`src/rtl/rwc_pkg.sv`:
```
// Shared types and helpers for the read-write-collision PUF generator.
// Holds the FSM state encoding, the default clear pattern, the parameter bounds and a clog2 helper.
package rwc_pkg;

    typedef enum logic [2:0] {
        IDLE,
        WR_DATA,
        RD_DATA,
        WR_CLR,
        RD_CLR,
        VOTE,
        HOLD
    } rwc_state_e;

    // The clear phase writes this bit replicated across the full data width.
    localparam logic CLEAR_BIT_DEFAULT = 1'b0;

    localparam int N_EVAL_MIN = 1;
    localparam int N_EVAL_MAX = 255;
    localparam int RD_LAT_MIN = 1;
    localparam int RD_LAT_MAX = 4;

    function automatic int rwc_clog2(input int value);
        int result;
        int rem;
        result = 0;
        rem    = value - 1;
        while (rem > 0) begin
            result = result + 1;
            rem    = rem >> 1;
        end
        return result;
    endfunction

endpackage

```
`src/rtl/rwc_we_pulse.sv`:
```
// Dual-edge toggle pulse generator: one fire cycle yields a write enable that is high
// from the posedge to the following negedge. This is the only negedge logic in the block.
module rwc_we_pulse (
    input  logic clk,
    input  logic w_resetn,
    input  logic fire,
    output logic we
);

    logic we_pos_q;
    logic we_pos_d;
    logic we_neg_q;

    always_comb begin
        we_pos_d = fire ? ~we_pos_q : we_pos_q;
    end

    // NOTE: sequential state is written with <= only, so every flop samples pre-edge values.
    always_ff @(posedge clk) begin
        if (!w_resetn) begin
            we_pos_q <= 1'b0;
        end else begin
            we_pos_q <= we_pos_d;
        end
    end

    // NOTE: the falling-edge copy takes its reset through we_pos; a local reset here could
    // clear it while we_pos is still 1 and open a spurious write pulse.
    always_ff @(negedge clk) begin
        we_neg_q <= we_pos_q;
    end

    assign we = we_pos_q ^ we_neg_q;

endmodule

```
`src/rtl/rwc_puf_gen.sv`:
```
// Read-write-collision PUF generator: runs N_EVAL data/clear collision evaluations per
// challenge and returns per-bit majority votes plus a unanimity (stability) mask.
module rwc_puf_gen
    import rwc_pkg::*;
#(
    parameter int              DW            = 32,
    parameter int              AW            = 10,
    parameter int              N_EVAL        = 8,
    parameter int              RD_LAT        = 1,
    parameter logic [DW-1:0]   CLEAR_PATTERN = {DW{CLEAR_BIT_DEFAULT}}
) (
    input  logic          clk,
    input  logic          w_resetn,
    input  logic          req_valid,
    output logic          req_ready,
    input  logic [DW-1:0] req_data,
    input  logic [AW-1:0] req_addr,
    output logic          rsp_valid,
    input  logic          rsp_ready,
    output logic [DW-1:0] rsp_write,
    output logic [DW-1:0] rsp_clean,
    output logic [DW-1:0] rsp_stable,
    output logic          bram_we,
    output logic [AW-1:0] bram_addr,
    output logic [DW-1:0] bram_din,
    input  logic [DW-1:0] bram_dout
);

    localparam int TW  = rwc_clog2(N_EVAL + 1);
    localparam int TW1 = TW + 1;
    localparam int RW  = rwc_clog2(RD_LAT + 1);

    localparam logic [TW-1:0]  N_FULL  = TW'(N_EVAL);
    localparam logic [TW1-1:0] N_VOTE  = TW1'(N_EVAL);
    localparam logic [RW-1:0]  RD_LAST = RW'(RD_LAT - 1);

    rwc_state_e    state_q, state_d;
    logic          req_ready_q, req_ready_d;
    logic [DW-1:0] data_q, data_d;
    logic [DW-1:0] din_q, din_d;
    logic [AW-1:0] addr_q, addr_d;
    logic [RW-1:0] rd_cnt_q, rd_cnt_d;
    logic [TW-1:0] eval_cnt_q, eval_cnt_d;
    logic [DW-1:0] rsp_write_q, rsp_write_d;
    logic [DW-1:0] rsp_clean_q, rsp_clean_d;
    logic [DW-1:0] rsp_stable_q, rsp_stable_d;

    logic          accept;
    logic          rd_last;
    logic          tally_clr;
    logic          tally_w_en;
    logic          tally_c_en;
    logic          vote_en;
    logic          fire;
    logic [DW-1:0] vote_w;
    logic [DW-1:0] vote_c;
    logic [DW-1:0] vote_s;

    // NOTE: every signal written here gets a default first, so no path can infer a latch.
    always_comb begin
        state_d      = state_q;
        data_d       = data_q;
        addr_d       = addr_q;
        din_d        = din_q;
        rd_cnt_d     = rd_cnt_q;
        eval_cnt_d   = eval_cnt_q;
        tally_clr    = 1'b0;
        tally_w_en   = 1'b0;
        tally_c_en   = 1'b0;
        vote_en      = 1'b0;
        accept       = req_valid && req_ready_q;
        rd_last      = (rd_cnt_q == RD_LAST);

        unique case (state_q)
            IDLE: begin
                if (accept) begin
                    data_d     = req_data;
                    addr_d     = req_addr;
                    eval_cnt_d = '0;
                    tally_clr  = 1'b1;
                    state_d    = WR_DATA;
                end
            end
            WR_DATA: begin
                rd_cnt_d = '0;
                state_d  = RD_DATA;
            end
            RD_DATA: begin
                if (rd_last) begin
                    tally_w_en = 1'b1;
                    state_d    = WR_CLR;
                end else begin
                    rd_cnt_d = rd_cnt_q + 1'b1;
                end
            end
            WR_CLR: begin
                rd_cnt_d = '0;
                state_d  = RD_CLR;
            end
            RD_CLR: begin
                if (rd_last) begin
                    tally_c_en = 1'b1;
                    eval_cnt_d = eval_cnt_q + 1'b1;
                    state_d    = (eval_cnt_d == N_FULL) ? VOTE : WR_DATA;
                end else begin
                    rd_cnt_d = rd_cnt_q + 1'b1;
                end
            end
            VOTE: begin
                vote_en = 1'b1;
                state_d = HOLD;
            end
            HOLD: begin
                if (rsp_ready) begin
                    state_d = IDLE;
                end
            end
            default: begin
                state_d = IDLE;
            end
        endcase

        // The write pulse and its data both launch at the edge that enters a write state.
        fire = (state_d == WR_DATA) || (state_d == WR_CLR);
        if (state_d == WR_DATA) begin
            din_d = data_d;
        end else if (state_d == WR_CLR) begin
            din_d = CLEAR_PATTERN;
        end

        req_ready_d  = (state_d == IDLE);
        rsp_write_d  = vote_en ? vote_w : rsp_write_q;
        rsp_clean_d  = vote_en ? vote_c : rsp_clean_q;
        rsp_stable_d = vote_en ? vote_s : rsp_stable_q;
    end

    always_ff @(posedge clk) begin
        if (!w_resetn) begin
            state_q      <= IDLE;
            req_ready_q  <= 1'b0;
            data_q       <= '0;
            addr_q       <= '0;
            din_q        <= '0;
            rd_cnt_q     <= '0;
            eval_cnt_q   <= '0;
            rsp_write_q  <= '0;
            rsp_clean_q  <= '0;
            rsp_stable_q <= '0;
        end else begin
            state_q      <= state_d;
            req_ready_q  <= req_ready_d;
            data_q       <= data_d;
            addr_q       <= addr_d;
            din_q        <= din_d;
            rd_cnt_q     <= rd_cnt_d;
            eval_cnt_q   <= eval_cnt_d;
            rsp_write_q  <= rsp_write_d;
            rsp_clean_q  <= rsp_clean_d;
            rsp_stable_q <= rsp_stable_d;
        end
    end

    // Per-bit tally and vote; 2*tally is formed by a left shift at TW+1 bits.
    for (genvar i = 0; i < DW; i++) begin : g_bit
        logic [TW-1:0] tally_w_q, tally_w_d;
        logic [TW-1:0] tally_c_q, tally_c_d;

        always_comb begin
            tally_w_d = tally_w_q;
            tally_c_d = tally_c_q;
            if (tally_clr) begin
                tally_w_d = '0;
                tally_c_d = '0;
            end else begin
                if (tally_w_en) tally_w_d = tally_w_q + TW'(bram_dout[i]);
                if (tally_c_en) tally_c_d = tally_c_q + TW'(bram_dout[i]);
            end
        end

        always_ff @(posedge clk) begin
            if (!w_resetn) begin
                tally_w_q <= '0;
                tally_c_q <= '0;
            end else begin
                tally_w_q <= tally_w_d;
                tally_c_q <= tally_c_d;
            end
        end

        assign vote_w[i] = ({tally_w_q, 1'b0} > N_VOTE);
        assign vote_c[i] = ({tally_c_q, 1'b0} > N_VOTE);
        assign vote_s[i] = ((tally_w_q == '0) || (tally_w_q == N_FULL)) &&
                           ((tally_c_q == '0) || (tally_c_q == N_FULL));
    end

    rwc_we_pulse u_we_pulse (
        .clk      (clk),
        .w_resetn (w_resetn),
        .fire     (fire),
        .we       (bram_we)
    );

    assign req_ready  = req_ready_q;
    assign rsp_valid  = (state_q == HOLD);
    assign rsp_write  = rsp_write_q;
    assign rsp_clean  = rsp_clean_q;
    assign rsp_stable = rsp_stable_q;
    assign bram_addr  = addr_q;
    assign bram_din   = din_q;

endmodule

```
`config.mk`:
```
export PLATFORM = sky130hd
export DESIGN_NAME = rwc_puf_gen
export DESIGN_NICKNAME = d
export VERILOG_FILES = /design/src/rtl/rwc_pkg.sv /design/src/rtl/rwc_we_pulse.sv /design/src/rtl/rwc_puf_gen.sv
export SDC_FILE = /design/constraint.sdc
export NUM_CORES = 1
export LEC_CHECK = 0
export CAP_MARGIN = 20
export CORE_ASPECT_RATIO = 2
export CORE_MARGIN = 1.5
export CORE_UTILIZATION = 37
export CTS_CLUSTER_DIAMETER = 120
export DETAILED_ROUTE_END_ITERATION = 16
export PLACE_DENSITY_LB_ADDON = 0.2
export SYNTH_ARGS = -nofsm -noshare
export SYNTH_HDL_FRONTEND = slang
export SYNTH_SLANG_ARGS = --single-unit
```
`constraint.sdc`:
```
create_clock -name clk -period 3.71 [get_ports clk]
set_input_delay 0.742 -clock clk [delete_from_list [all_inputs] [get_ports clk]]
set_output_delay 0.742 -clock clk [all_outputs]
set_load 0.01 [all_outputs]
```
==> results of run 1 <==
## how the worst min path moves through the flow
| stage | slack [ns] | end | startpoint |
|---|---|---|---|
| finish | 0.46 | bram_addr[3] | bram_addr[3] |
| global route | 0.48 | bram_din[26] | bram_din[26] |
| CTS | 0.46 | bram_addr[3] | bram_addr[3] |
| detailed placement | 0.45 | bram_addr[8] | bram_addr[8] |
| global placement | 0.44 | bram_addr[0] | bram_addr[0] |
| floorplan | 0.46 | rsp_clean[10] | g_bit[10].tally_c_q[3] |
## worst min-delay path: cells and delay by family, from the launching register on
kind               cells  cell delay (ns)
AOI/OAI and AO/OA      1             0.05
and+or+nand+nor        1             0.05
DFF                    1             0.31
## flip-flops by register name, indices dropped and copies added, names as in the netlist, 4 cells and up
register and flops:
bram_din 32, g_bit.tally_c_q 128, eval_cnt_q 4, rsp_write 32
data_q 32, rsp_clean 32, g_bit.tally_w_q 128, bram_addr 10
rsp_stable 32
## kinds of logic after synthesis
group	synth area share
AOI/OAI and AO/OA	0.142
buffers and inverters	0.0439
xor gates and xnor gates	0.0619
DFF	0.471
adders and majority gates	0.0878
muxes	0.0184
and+or+nand+nor	0.174
## per-layer routing
metal  vias up  track usage  part of all wire
li1       7571            -                 -
met1      7108        0.196              0.41
met3        82       0.0283             0.039
met4         2       0.0617             0.030
met5         -            0           0.00028
met2       257        0.339              0.52
## synth_stat cells (all sizes together)
master | instances | area [um2]
dfxtp | 436 | 8730
nand2 | 380 | 1430
a21oi | 172 | 861
nor2 | 164 | 616
o21ai | 162 | 822
ha | 130 | 1630
clkbuf | 89 | 334
inv | 67 | 251
xor2 | 66 | 578
xnor2 | 65 | 569
a31oi | 64 | 400
nand4 | 64 | 400
buf | 46 | 228
a21boi | 34 | 255
o21a | 34 | 255
mux2i | 33 | 330
and3 | 32 | 200
nor4 | 32 | 200
or4 | 32 | 240
and2 | 5 | 31.3
nor3b | 5 | 48.8
nand3 | 3 | 15.0
nand2b | 2 | 12.5
nor2b | 2 | 12.5
nor3 | 2 | 10.0
a211oi | 1 | 12.5
a21o | 1 | 7.51
a2bb2oi | 1 | 8.76
mux2 | 1 | 11.3
nand3b | 1 | 7.51
o211ai | 1 | 7.51
o31a | 1 | 8.76
or3b | 1 | 8.76
## through the flow
step / hold WS, ns / cells / cell area [um2] / total power, uW
finish: 0.457 / 2947 / 22500 / 9800
global route: 0.478 / 2947 / 22500 / 10200
CTS: 0.460 / 2947 / 22500 / 9960
detailed placement: 0.450 / 2879 / 21200 / 5860
global placement: 0.444 / 2879 / 21200 / 5840
floorplan: 0.457 / 2129 / 18500 / 5490
## cell type report
class | count | area share
multi-input combinational | 1491 | 0.401
timing repair buffer | 242 | 0.108
inverter | 66 | 0.0110
clock inverter | 11 | 0.00362
tap | 643 | 0.0358
sequential | 436 | 0.388
clock buffer | 58 | 0.0525
## report_power, final
| group | internal [uW] | leakage, uW | switching, uW |
|---|---|---|---|
| combinational | 345 | 0.00448 | 554 |
| clock | 2280 | 0.000632 | 1790 |
| sequential | 4770 | 0.00352 | 57.4 |
## what timing repair did
action	4_1_cts	5_1_grt
resized for setup	5	0
gates cloned	0	0
buffers inserted	0	0
setup endpoints to repair	1	1
==> results.py, run 1 <==
metrics = {
    "setup_path": {
        "path_class": "reg2out",
        "crit_buf_inv": 1,
        "reg2reg_from": "state_q[2]",
        "crit_path_end_kind": "output port",
        "path_cells": "xor2_1 -> buf_2",
        "reg2regPathDepth": 6,
        "crit_slowest_cell": "dfxtp_2",
        "path_max_fanout": 1,
        "cp.depth": 2,
        "cp_top_family": "flip-flops",
        "r2r-end": "g_bit[1].tally_c_q[3]",
        "arrival_ns": 3.03,
        "cp-start-kind": "flip-flop",
        "slowest_delay_ns": 0.31,
        "required_ns": 2.97,
        "cp-endpoint": "bram_we",
        "cp-startpoint": "u_we_pulse.we_neg_q",
        "regToRegSetupSlack_ns": 0.88,
    },
    "status": {
        "violations": "negative setup slack",
        "status": "finished, violations left",
    },
    "yosys": {
        "synth_area_per_cell_um2": 8.70,
        "yosysWarningCount": 0,
        "syn_area_mm2": 0.0185,
        "yosysSeqAreaShare": 0.471,
        "synth_cell_types": 39,
        "syn_inst": 2129,
        "synth_nets": 2337,
        "synth-seq-cells": 436,
    },
    "timing": {
        "setup_viol": 1,
        "finalSetupTns_ns": -0.0647,
        "maxSlewHeadroom": 0.328,
        "skew_ns": 0.0463,
        "hold_viol_final": 0,
        "rsz0062_at_grt": "true",
        "slew_viol_final": 0,
        "worst_slew_pin_slew_ns": 1.00,
        "fin_ws_ns": -0.0647,
    },
    "power_and_ir_drop": {
        "power_density_mw_per_mm2": 436,
        "p_leak_uw": 0.00863,
        "peakVddDrop_mv": 0.405,
    },
    "placed_design": {
        "place_congestion": 0.750,
        "pre_cts_ws_ns": 0.101,
        "numPortBuffers": 218,
        "dp_hpwl_um": 29300,
    },
    "grt": {
        "grt_remaining_overflow": 0,
        "grt_usage": 0.178,
        "grt_pass1_vias": 14944,
        "grt_max_degree": 129,
        "grt_first_pass_wirelength_um": 75100,
        "antenna_found_initial": 1,
    },
    "final_layout": {
        "diodes": 0,
        "fillCellCount": 4777,
        "multi_input_area_mm2": 0.00901,
        "seq_area_mm2": 0.00873,
        "final_cell_mix": "dfxtp_1 (435), nand2_1 (378), clkdlybuf4s50_1 (216), a21oi_1 (172), nor2_1 (164)",
        "postLayoutCoreUtil": 0.456,
        "fin_nets": 2487,
        "layout-drive-gt1-share": 0.0421,
        "layout_commonest_cell": "dfxtp_1",
        "area_growth_pct": 21.4,
    },
    "clocking": {
        "cts_buffer_depth": 3,
        "htreeDepth": 2,
        "clk-insertion-delay-late_ns": 0.58,
        "cts_made_buffers": 41,
        "cts.sinks": 436,
        "tritoncts": "yes",
        "cts-hold-fix-buffers": 0,
        "path_clk_slew_ns": 0.07,
        "cts_root_buf": "clkbuf_16",
    },
    "die": {
        "initial_core_util": 0.375,
        "dieArea_mm2": 0.0515,
        "die_w_um": 161,
        "core_area_mm2": 0.0494,
        "num_rows": 115,
        "die_y_um": 319,
        "io-pin-count": 219,
    },
    "detailed_routing": {
        "drt_wl_total_um": 45900,
        "vias": 15020,
        "antenna_left": 0,
        "drt-pass1-iter-count": 4,
        "drtIter0Drc": 578,
        "drc": 0,
        "via_per_inst": 5.10,
        "avgRoutedWirePerCell_um": 15.6,
    },
    "min_path": {
        "hold_depth": 2,
        "hp-class": "reg2reg",
    },
    "run": {
        "maxCapViolations": 0,
    },
}
Power figures use the tool's default switching activity.
==> inputs of run 2 (changes only) <==
- ABC_AREA: unset -> 1
- REMOVE_ABC_BUFFERS: unset -> 1
==> run 2 against run 1 <==
Effect of this change:
- the run still ends with negative setup slack left
- routed wire length decreased by 1.4%
- final area increased by 0.53%
- global-route usage decreased by 0.46 points
- sequential cell count unchanged
- largest power group unchanged
- critical endpoint unchanged
- clock power increased by 5.4%
- via count increased by 5.0%
- total power increased by 4.3%
- first-iteration DRC count increased by 34%
- clock-buffer cell count increased by 4
==> results.py, run 2 <==
metrics = {
    "status": {
        "status": "finished, violations left",
        "violations": "negative setup slack",
    },
    "timing": {
        "worst_slew_pin_slew_ns": 0.902,
        "whs_ns": 0.465,
        "maxSlewHeadroom": 0.399,
        "rsz0062_at_grt": "true",
        "skew_ns": 0.0450,
        "hold_viol_final": 0,
        "fin_ws_ns": -0.0597,
        "slew_viol_final": 0,
        "setup_viol": 1,
    },
    "setup_path": {
        "slowest_delay_ns": 0.31,
        "arrival_ns": 3.03,
        "cp-start-kind": "flip-flop",
        "crit_path_end_kind": "output port",
        "path_max_fanout": 1,
        "required_ns": 2.97,
        "reg2reg_from": "state_q[0]",
        "path_class": "reg2out",
        "crit_slowest_cell": "dfxtp_2",
        "path_cells": "xor2_1 -> buf_2",
        "cp-startpoint": "u_we_pulse.we_neg_q",
        "regToRegSetupSlack_ns": 1.32,
    },
    "detailed_routing": {
        "antenna_left": 0,
        "drtIter0Drc": 775,
        "drt_wl_total_um": 45200,
        "via_per_inst": 5.08,
        "dr_wl_met2_um": 23200,
        "met1_length_um": 18500,
        "vias": 15764,
        "dr.max_layer_used": "met4",
        "drt-pass1-iter-count": 5,
        "wl_met3_um": 2160,
        "avgRoutedWirePerCell_um": 14.6,
        "drc": 0,
    },
    "placed_design": {
        "dp_hpwl_um": 29300,
        "numPortBuffers": 218,
        "postPlaceCellArea_mm2": 0.0212,
        "place_congestion": 0.756,
    },
    "yosys": {
        "synth-seq-cells": 436,
        "synth-main-ff-cell": "dfxtp_1",
        "syn_area_mm2": 0.0186,
        "yosysSeqAreaShare": 0.469,
        "synth_top_area_share": 0.469,
        "async_flop_share": 0,
        "synth_edf_count": 0,
        "synthTopCellsByCount": "dfxtp_1 (436), nand2_1 (420), a21oi_1 (372), o21ai_0 (182), ha_1 (130)",
        "synth_area_leaders": "dfxtp_1 (47%), a21oi_1 (10%), ha_1 (8.7%)",
        "yosysWarningCount": 0,
        "syn_inst": 2269,
        "synth_top_cell_by_area": "dfxtp_1",
        "synth_most_common_cell": "dfxtp_1",
        "synth_cell_types": 34,
        "synth_area_per_cell_um2": 8.20,
    },
    "clocking": {
        "tritoncts": "yes",
        "htreeDepth": 2,
        "postCtsSetupRepairBufs": 0,
        "clk-insertion-delay-late_ns": 0.58,
        "cts-hold-fix-buffers": 0,
        "path_clk_slew_ns": 0.06,
        "cts_made_buffers": 42,
        "cts_root_buf": "clkbuf_16",
        "cts_buffer_depth": 3,
        "cts.sinks": 436,
    },
    "final_layout": {
        "final_cell_mix": "dfxtp_1 (435), nand2_1 (419), a21oi_1 (372), clkdlybuf4s50_1 (216), o21ai_0 (182)",
        "postLayoutCoreUtil": 0.454,
        "layout-drive-gt1-share": 0.0746,
        "fillCellCount": 4901,
        "layout_commonest_cell": "dfxtp_1",
        "fin_nets": 2634,
        "fin_area_mm2": 0.0226,
        "reg_top3": "g_bit.tally_c_q x128, g_bit.tally_w_q x128",
        "area_growth_pct": 21.5,
    },
    "power_and_ir_drop": {
        "peakVddDrop_mv": 0.417,
        "power_density_mw_per_mm2": 452,
        "p_leak_uw": 0.00882,
    },
    "run": {
        "maxCapViolations": 0,
    },
    "grt": {
        "grt_usage": 0.173,
        "antenna_found_initial": 1,
        "grt_remaining_overflow": 0,
        "grt_pass1_vias": 15407,
        "grt_first_pass_wirelength_um": 74000,
        "grt_max_degree": 120,
    },
    "die": {
        "die_w_um": 162,
        "initial_core_util": 0.374,
        "die_y_um": 320,
        "num_rows": 116,
        "dieArea_mm2": 0.0517,
        "io-pin-count": 219,
        "core_area_mm2": 0.0498,
    },
    "min_path": {
        "worstHoldStart": "bram_din[26]",
        "hp-class": "reg2reg",
    },
}
-- run 2: changes by cell type after synthesis, moves of 34 or more --
cell	change
nand3_1	+106
o21a_1	-34
nand2_1	+40
a31oi_1	-64
or2_0	+38
xor2_1	-65
or2_2	+73
xnor2_1	-65
a21oi_1	+200
nor2_1	-57
clkbuf_1	-50
buf_2	+43
-- run 2: logic make-up after synthesis --
family,Yosys count,synth area share
flops,436,0.469
compound gates,593,0.164
fa+ha+maj,130,0.0874
simple gates,896,0.226
buf+inv,213,0.0530
xor+xnor,1,0.000471
-- run 2: worst max-delay path, delay by kind of cell (launching register included) --
kind,cells,cell delay (ns)
XOR/XNOR,1,0.14
buffers and inverters,1,0.15
flip-flops,1,0.31
-- run 2: cell type report --
class / instances / area [um2] / share of cell area
repair buffers: 244 / 2470 / 0.109
flip-flops and latches: 436 / 8730 / 0.386
inverters: 81 / 312 / 0.0138
clock buffers: 62 / 1260 / 0.0556
diodes: 1 / 2.50 / 0.000111
multi-input cells: 1620 / 8910 / 0.394
well taps: 649 / 812 / 0.0359
clock inverters: 11 / 108 / 0.00476
-- run 2: routing by layer --
metal  vias to the layer above  track usage
li1                       8048            -
met1                      7326        0.187
met2                       312        0.330
met3                        78       0.0279
met4                         0       0.0681
met5                         -            0
-- run 2: worst paths after layout --
kind,to,cells past startpoint
worst min-delay path,bram_din[26],2
worst min register to register,bram_din[26],2
worst max-delay path,bram_we,2
worst max register to register,g_bit[29].tally_c_q[2],7
-- run 2: repair_timing --
item                                    CTS  global route
hold endpoints to repair                  0             0
endpoints found under the setup margin    1             1
gates resized for setup                   5             0
-- run 2: report_power, final --
group | internal (uW) | total [uW] | leakage (uW) | switching (uW)
clock network | 2480 | 4290 | 0.000683 | 1820
logic | 382 | 1030 | 0.00462 | 650
registers | 4830 | 4890 | 0.00352 | 66.6
-- run 2: metrics by stage --
step	total power, uW	cells	TNS [ns]	worst slack [ns]
finish	10200	3104	-0.0597	-0.0597
global route	10700	3104	-0.135	-0.135
CTS	10400	3103	-0.0930	-0.0930
detailed placement	6060	3031	0	0.112
global placement	6040	3031	0	0.112
floorplan	5520	2138	-454.67	-1.98
==> RTL edit, RTL diff (settings of run 1) <==
Set the parameter `N_EVAL` to 7 (it was 8).
--- a/src/rtl/rwc_puf_gen.sv
+++ b/src/rtl/rwc_puf_gen.sv
@@ -5,7 +5,7 @@
 #(
     parameter int              DW            = 32,
     parameter int              AW            = 10,
-    parameter int              N_EVAL        = 8,
+    parameter int              N_EVAL        = 7,
     parameter int              RD_LAT        = 1,
     parameter logic [DW-1:0]   CLEAR_PATTERN = {DW{CLEAR_BIT_DEFAULT}}
 ) (
Check against the original RTL: not checked (the comparison handles one clock edge and no latches or derived clocks); the edit may change what the design does.
==> RTL edit against run 1 <==
The flow still finishes with violations (negative setup slack). First-iteration DRC count decreased by 31%. Wire length decreased by 18%. Non-clock buffer count decreased by 4. Largest power group unchanged. Clock skew increased by 0.0030 ns. Total power decreased by 5.6%. Sequential cell count decreased by 65. Sequential power decreased by 12%. Setup slack improved by 0.0081 ns. Area after synthesis decreased by 16%. Cell area decreased by 14%.
==> RTL edit: results (changes against run 1) <==
| Metric | Value |
|---|---|
| Status | `complete, but fails checks` |
| Failing checks | `negative setup slack` |
| Fin nets | `2156 (-13%)` |
| CP arrival | `3.02 ns (about the same)` |
| CP endpoint | `bram_we` |
| RD Place Congestion | `0.746 (-0.52%)` |
| Yosys warning count | `0 (unchanged)` |
| Crit. Startpoint | `u_we_pulse.we_neg_q` |
| Htree depth | `2 (unchanged)` |
| N_diodes | `0 (unchanged)` |
| R2r setup slk | `1.17 ns (+0.29 ns)` |
| Drt initial violations | `400 (-31%)` |
| Setup WS post-layout | `-0.0566 ns (+0.00814 ns)` |
| Largest net degree at the start of global routing | `97 (-25%)` |
| Hold path start | `rsp_stable[30]` |
| Max clock buf depth | `3 (unchanged)` |
| Total CTS buffers | `37 (-9.8%)` |
| Syn Nets | `1988 (-15%)` |
| Post-DP HPWL | `24.4 mm (-17%)` |
| Clk slew on worst S/H paths | `0.06 ns` |
| R2R Path Start | `state_q[0]` |
| R2R cell count | `5 (-1)` |
| Vias in the first global route | `12500 (-16%)` |
| Drt total wl | `37.7 mm (-18%)` |
| Antenna violations before repair | `1 (unchanged)` |
| Via density | `4.98 (-2.2%)` |
| Number of port buffers | `218 (unchanged)` |
| Routed WL per cell | `15.0 um (-3.7%)` |
| Largest cells by area after synthesis | `dfxtp_1 (48%), nand2_1 (12%), ha_1 (10%)` |
| Unique masters post-synth | `38 (-2.6%)` |
| Crit Path Max Fanout | `1 (unchanged)` |
| Synth Flop Type | `dfxtp_1` |
| Largest regs | `g_bit.tally_c_q x96, g_bit.tally_w_q x96` |
| First-pass GRT wire length | `61.7 mm (-18%)` |
| DP Cell Count | `2448 (-15%)` |
| Hold crit path type | `flop to flop` |
| Final TNS setup | `-0.0566 ns (+0.00814 ns)` |
| Slew at the pin closest to its max-slew limit | `1.08 ns (+0.0731 ns)` |
| Mean Syn Cell Area | `8.76 um^2 (+0.73%)` |
| Detailed Routing Iterations Pass 1 | `4 (unchanged)` |
| Leak | `7.41 nW (-14%)` |
| Asr flop ratio synth | `0 (unchanged)` |
| Pre-CTS WS | `0.117 ns (+0.0157 ns)` |
| Most common library cells after synthesis | `nand2_1 (506), dfxtp_1 (371), a21oi_1 (238), ha_1 (130), nor2_1 (103)` |
| Hold EP | `rsp_stable[30]` |
| Worst Clk Skew | `0.0493 ns (+0.00297 ns)` |
| VDD IR max | `0.000408 V (+0.68%)` |
| Hold slack | `0.450 ns (-0.00722 ns)` |
| Root buf cell | `clkbuf_16` |
| Sequential area share after synthesis | `0.476 (+0.00490)` |
| Layout cell share with drive strength beyond 1 | `0.0456 (+0.00354)` |
| Reg2reg end | `rsp_stable[26]` |
| Worst-Skew Late Latency | `0.58 ns (about the same)` |
| Setup-failing EPs final | `1 (unchanged)` |
| Hold depth | `2 (unchanged)` |
| Post-Place Cell Area | `18100 um^2 (-15%)` |
| Total Routing Usage GR | `0.174 (-0.00382)` |
## RTL edit: changes by cell type in the layout (fill, tap and decap cells not counted), sizes merged, moves of 64 or more
cell	run 1	this run
nand2	380	506
dfxtp	436	371
a21oi	172	238
xnor2	65	1
o21ai	162	4
nor3	2	66
## RTL edit: worst max-delay path: stages, from the launching register on
cell and delay (ns):
dfxtp_2 0.31, xor2_1 0.13, buf_2 0.15
## RTL edit: what timing repair did
item,in CTS,in global routing
endpoints found under the setup margin,1,1
setup buffers,0,0
resized for setup,5,0
hold buffers,0,0
cloned,0,0
pin swaps,0,0
## RTL edit: routing by layer
metal,vias up,part of all wire,track usage
li1,6352,-,-
met5,-,0.00035,0
met1,5873,0.40,0.185
met2,235,0.52,0.330
met3,58,0.058,0.0425
met4,2,0.027,0.0563
## RTL edit: cells by family (layout without fill, tap and decap cells)
kind of cell	Yosys count	count (layout)	share of synthesized area
and+or+nand+nor	754	754	0.202
DFF	371	371	0.476
buffers and inverters	113	305	0.0427
muxes	32	32	0.0205
adders and majority gates	130	130	0.104
AOI/OAI and AO/OA	313	313	0.117
xor gates and xnor gates	67	67	0.0376
## RTL edit: cell type report
| type | instances | area (um^2) |
|---|---|---|
| Inverter | 3 | 13.8 |
| Fill cell | 4151 | 22300 |
| Multi-Input combinational cell | 1296 | 7540 |
| Sequential cell | 371 | 7430 |
| Clock inverter | 12 | 113 |
| Timing Repair Buffer | 238 | 2410 |
| Tap cell | 540 | 676 |
| Clock buffer | 52 | 1120 |
## RTL edit: where the power goes
group	total [mW]	internal, mW	switching (mW)
combinational	1.14	0.430	0.713
clock	3.84	2.24	1.60
sequential	4.27	4.14	0.123
total	9.25	6.81	2.44
